`config.mk`:
```
export PLATFORM = sky130hd
export DESIGN_NAME = sat_counter
export DESIGN_NICKNAME = d
export VERILOG_FILES = /design/src/rtl/sat_counter.sv
export SDC_FILE = /design/constraint.sdc
export NUM_CORES = 1
export LEC_CHECK = 0
export BUFFER_PORTS_ARGS = -buffer_cell sky130_fd_sc_hd__buf_2
export CAP_MARGIN = 20
export CORE_UTILIZATION = 50
export CTS_BUF_LIST = sky130_fd_sc_hd__clkbuf_4 sky130_fd_sc_hd__clkbuf_8
export CTS_CLUSTER_SIZE = 28
export DETAILED_ROUTE_END_ITERATION = 12
export MAX_ROUTING_LAYER = met4
export PLACE_DENSITY = 0.77
export SLEW_MARGIN = 20
export SYNTH_ARGS = -nofsm -noshare
export SYNTH_HDL_FRONTEND = slang
export SYNTH_SLANG_ARGS = --single-unit
```
`constraint.sdc`:
```
create_clock -name Clk -period 4.3 [get_ports Clk]
set_input_delay 0.645 -clock Clk [delete_from_list [all_inputs] [get_ports Clk]]
set_output_delay 0.645 -clock Clk [all_outputs]
set_load 0.02 [all_outputs]
```
`src/rtl/sat_counter.sv`:
```
// rtl/sat_counter.sv - saturating up-counter with priority synchronous clear
module sat_counter #(
    parameter int W = 16
) (
    input  logic         Clk,
    input  logic         Rst,
    input  logic         inc,
    input  logic         clr,
    output logic [W-1:0] cnt
);

    always_ff @(posedge Clk or posedge Rst) begin
        if (Rst) begin
            cnt <= '0;
        end else if (clr) begin
            cnt <= '0;
        end else if (inc && (cnt != '1)) begin
            cnt <= cnt + 1'b1;
        end
    end

endmodule

```
==> results.sh <==
export IMPL_grt_first_pass_wirelength_mm=3.47
export IMPL_wirelength_mm=2.03
export IMPL_first_global_vias=820
export IMPL_clk_latency_ns=0.30
export IMPL_drv_max_cap_violation_count=0
export IMPL_fp_coreArea_sq_mm=0.00175
export IMPL_antenna_left=0
export IMPL_drc=0
export IMPL_h_tree_depth=1
export IMPL_grt_overflow_total=0
export IMPL_tns_ns=0
export IMPL_report_final_setup_viol=0
export IMPL_postCtsSetupRepairBufs=0
export IMPL_dieWidth_um=45.2
export IMPL_holdBufCountCts=0
export IMPL_outcome="completed"
export IMPL_gr_util_all_layers_pct=24.0
export IMPL_iter_0_drt_violations=16
export IMPL_synth_largest_area_cell="sky130_fd_sc_hd__dfrtp_1"
export IMPL_report_final_hold_viol_count=0
export IMPL_worst_setup_path_type="flip-flop to flip-flop"
export IMPL_sequentialPowerShare_pct=56.2
export IMPL_p_switching_w=0.0000660
export IMPL_synth_ff_latch_count=16
export IMPL_clock_fmax_mhz=497
export IMPL_floorplan_die_height_um=45.2
export IMPL_routabilityCongestion=0.786
export IMPL_largest_reg_flops=16
export IMPL_synth_cell_types=29
export IMPL_layout_drive_gt1_share_pct=24.2
export IMPL_nets=126
export IMPL_layout_top_registers="cnt: 16 flops"
export IMPL_end_kind="flip-flop"
export IMPL_syn_inst=101
export IMPL_std_cell_rows=15
export IMPL_clockPowerShare_pct=37.2
export IMPL_postSynthNetCount=106
export IMPL_starting_density_of_the_core_pct=53.4
export IMPL_power_combinational_fraction_pct=6.7
export IMPL_number_of_gates_resized_after_cts=0
export IMPL_synth_seq_area_share_pct=43.0
export IMPL_clkSinkCount=16
export IMPL_clk_pin_slew_worst_paths_ns=0.10
export IMPL_vias_post_dr=882
export IMPL_cp_required_ns=4.49
export IMPL_worst_hold_path_type="input pin to async pin"
export IMPL_internal_power_contribution_w=0.000210
export IMPL_data_arrival_at_the_endpoint_of_the_critical_path_ns=2.20
export IMPL_worstMarginPinSlew_ns=0.675
export IMPL_complex_gate_fraction_of_the_synthesized_area_pct=15.7
export IMPL_post_synth_top_area_fraction_pct=43.0
export IMPL_total_i_o_pin_count=20
export IMPL_drt_pass1_iter_count=4
export IMPL_synth_simple_gate_area_share_pct=32.6
export IMPL_relSlewSlack_pct=54.6
export IMPL_cts_tree="yes"
export IMPL_detail_route_wl_per_cell_um=14.0
export IMPL_p_sw_share_pct=23.9
export IMPL_clock_skew_ns=0.00938
export IMPL_cts_root_to_sink_buffers=2
export IMPL_detailedPlacementHpwl_mm=1.42
export IMPL_clock_root_buffer="sky130_fd_sc_hd__clkbuf_4"
export IMPL_ir_drop_mv=0.175
export IMPL_timing_final_crit_share_pct=46.8
export IMPL_post_synth_instance_area_sq_um=932
export IMPL_unrepaired_setup_endpoints_after_global_routing="no"
export IMPL_final_min_clock_period_ns=2.01
export IMPL_layout_cells_non_filler=145
export IMPL_dominant_combinational_cell_family_by_area_after_synthesis="simple AND/OR/NAND/NOR gates"
export IMPL_placed_cells_incl_taps=141
export IMPL_final_max_slew_viol_count=0
export IMPL_mux_share_of_post_synthesis_cell_area_pct=3.49
export IMPL_leak_nw=0.446
export IMPL_crit_path_start_kind="flip-flop"
export IMPL_antenna_cells=0
export IMPL_place_port_buffers=19
export IMPL_die_area_sq_mm=0.00204
export IMPL_areaGrowthSynthToFinish_pct=14.8
export IMPL_synth_area_top_cells="sky130_fd_sc_hd__dfrtp_1 43%, sky130_fd_sc_hd__a21oi_1 6.4%, sky130_fd_sc_hd__or4_1 4.8%"
export IMPL_power_per_cell_area_mw_per_mm2=258
export IMPL_grt_max_degree=20
export IMPL_yosys_warnings=0
export IMPL_avgViaCountPerCell=6.08
export IMPL_grt_antenna_before_repair=0
export IMPL_synthesis_area_per_instance_sq_um=9.23
export IMPL_synth_xor_xnor_area_share_pct=0
export IMPL_register_name_with_the_most_flops="cnt"
export IMPL_post_synth_fa_ha_maj_area_fraction_pct=1.34
export IMPL_cts_buffers=3
export IMPL_crit_path_max_fanout=7
worst max-delay path: stages, from the launching register on:
cell and delay (ns):
sky130_fd_sc_hd__dfrtp_1 0.47, sky130_fd_sc_hd__nand4_1 0.29, sky130_fd_sc_hd__nor4_1 0.69, sky130_fd_sc_hd__nor2b_1 0.16, sky130_fd_sc_hd__mux2_2 0.31
stage by stage:
step / area [sq um] / util (%) / hold slack (ns) / power [W] / worst slack (ns)
2_1_floorplan: 932 / - / 0.559 / 0.000171 / 2.29
3_3_place_gp: 1030 / 59.2 / 0.545 / 0.000176 / 2.23
3_5_place_dp: 1030 / 59.2 / 0.565 / 0.000177 / 2.17
4_1_cts: 1070 / 61.3 / 0.419 / 0.000278 / 2.30
5_1_grt: 1070 / 61.3 / 0.456 / 0.000286 / 2.06
6_report: 1070 / 61.3 / 0.400 / 0.000276 / 2.29
layout by cell type (no fill, tap or decap), types with 2 or more instances in the layout:
| master | instances |
|---|---|
| sky130_fd_sc_hd__nand4_1 | 4 |
| sky130_fd_sc_hd__nand3_1 | 7 |
| sky130_fd_sc_hd__o41ai_1 | 2 |
| sky130_fd_sc_hd__nor3_1 | 4 |
| sky130_fd_sc_hd__a21oi_1 | 12 |
| sky130_fd_sc_hd__nor2b_1 | 3 |
| sky130_fd_sc_hd__nor2_1 | 3 |
| sky130_fd_sc_hd__clkbuf_4 | 3 |
| sky130_fd_sc_hd__mux2_2 | 2 |
| sky130_fd_sc_hd__inv_1 | 3 |
| sky130_fd_sc_hd__nor4_1 | 3 |
| sky130_fd_sc_hd__dfrtp_1 | 16 |
| sky130_fd_sc_hd__or3_1 | 6 |
| sky130_fd_sc_hd__o31ai_1 | 5 |
| sky130_fd_sc_hd__buf_2 | 19 |
| sky130_fd_sc_hd__nand2b_1 | 2 |
| sky130_fd_sc_hd__or4_1 | 6 |
| sky130_fd_sc_hd__o21ai_0 | 5 |
| sky130_fd_sc_hd__nand2_1 | 6 |
cells by family (layout without fill, tap and decap cells):
kind of cell,count (synthesis),after routing
mux,3,3
fa+ha+maj,1,1
compound gates,25,25
flops,16,16
simple gates,49,49
buf+inv,7,26
cells in the mapped netlist (all sizes together):
| cell | count |
|---|---|
| ha | 1 |
| or4 | 8 |
| o21ai | 5 |
| nand2b | 2 |
| nand3 | 7 |
| nor4 | 3 |
| buf | 1 |
| nand2 | 6 |
| a31oi | 1 |
| mux2 | 2 |
| mux2i | 1 |
| nor2b | 3 |
| and4 | 1 |
| dfrtp | 16 |
| o41ai | 2 |
| nand4 | 5 |
| o31ai | 5 |
| a21oi | 12 |
| nor3 | 4 |
| clkbuf | 2 |
| inv | 3 |
| nor2 | 3 |
| or3 | 7 |
| dlygate4sd1 | 1 |
power by group through the flow:
stage	clock (W)	combinational, W	sequential [W]
6_report	0.000102	0.0000184	0.000155
3_3_place_gp	0	0.0000183	0.000158
3_5_place_dp	0	0.0000189	0.000158
5_1_grt	0.000110	0.0000210	0.000155
4_1_cts	0.000104	0.0000189	0.000155
2_1_floorplan	0	0.0000119	0.000160
cell type report:
type / instances / area (sq um)
well taps: 25 / 31.3
repair buffers: 19 / 95.1
clock buffers: 4 / 36.3
flip-flops and latches: 16 / 400
multi-input cells: 78 / 495
inverters: 3 / 11.3
fillers: 158 / 676
layer usage:
metal,global-route usage (%),share of wire (%),vias up
met5,-,0,-
met4,10.3,0.54,0
met3,4.00,6.0,2
met2,36.2,46,32
met1,31.6,48,410
li1,-,-,438
final timing paths:
check	cells after the start	to	from	slack, ns
worst min register to register	2	cnt[14]	cnt[14]	0.59
worst max register to register	4	cnt[0]	cnt[11]	2.29
worst min-delay path	2	cnt[1]	Rst	0.40
min in group Clk	2	cnt[14]	cnt[14]	0.59
worst max-delay path	4	cnt[0]	cnt[11]	2.29
max in group asynchronous	2	cnt[15]	Rst	3.50
Note: power is estimated with default switching activity, not from simulation.
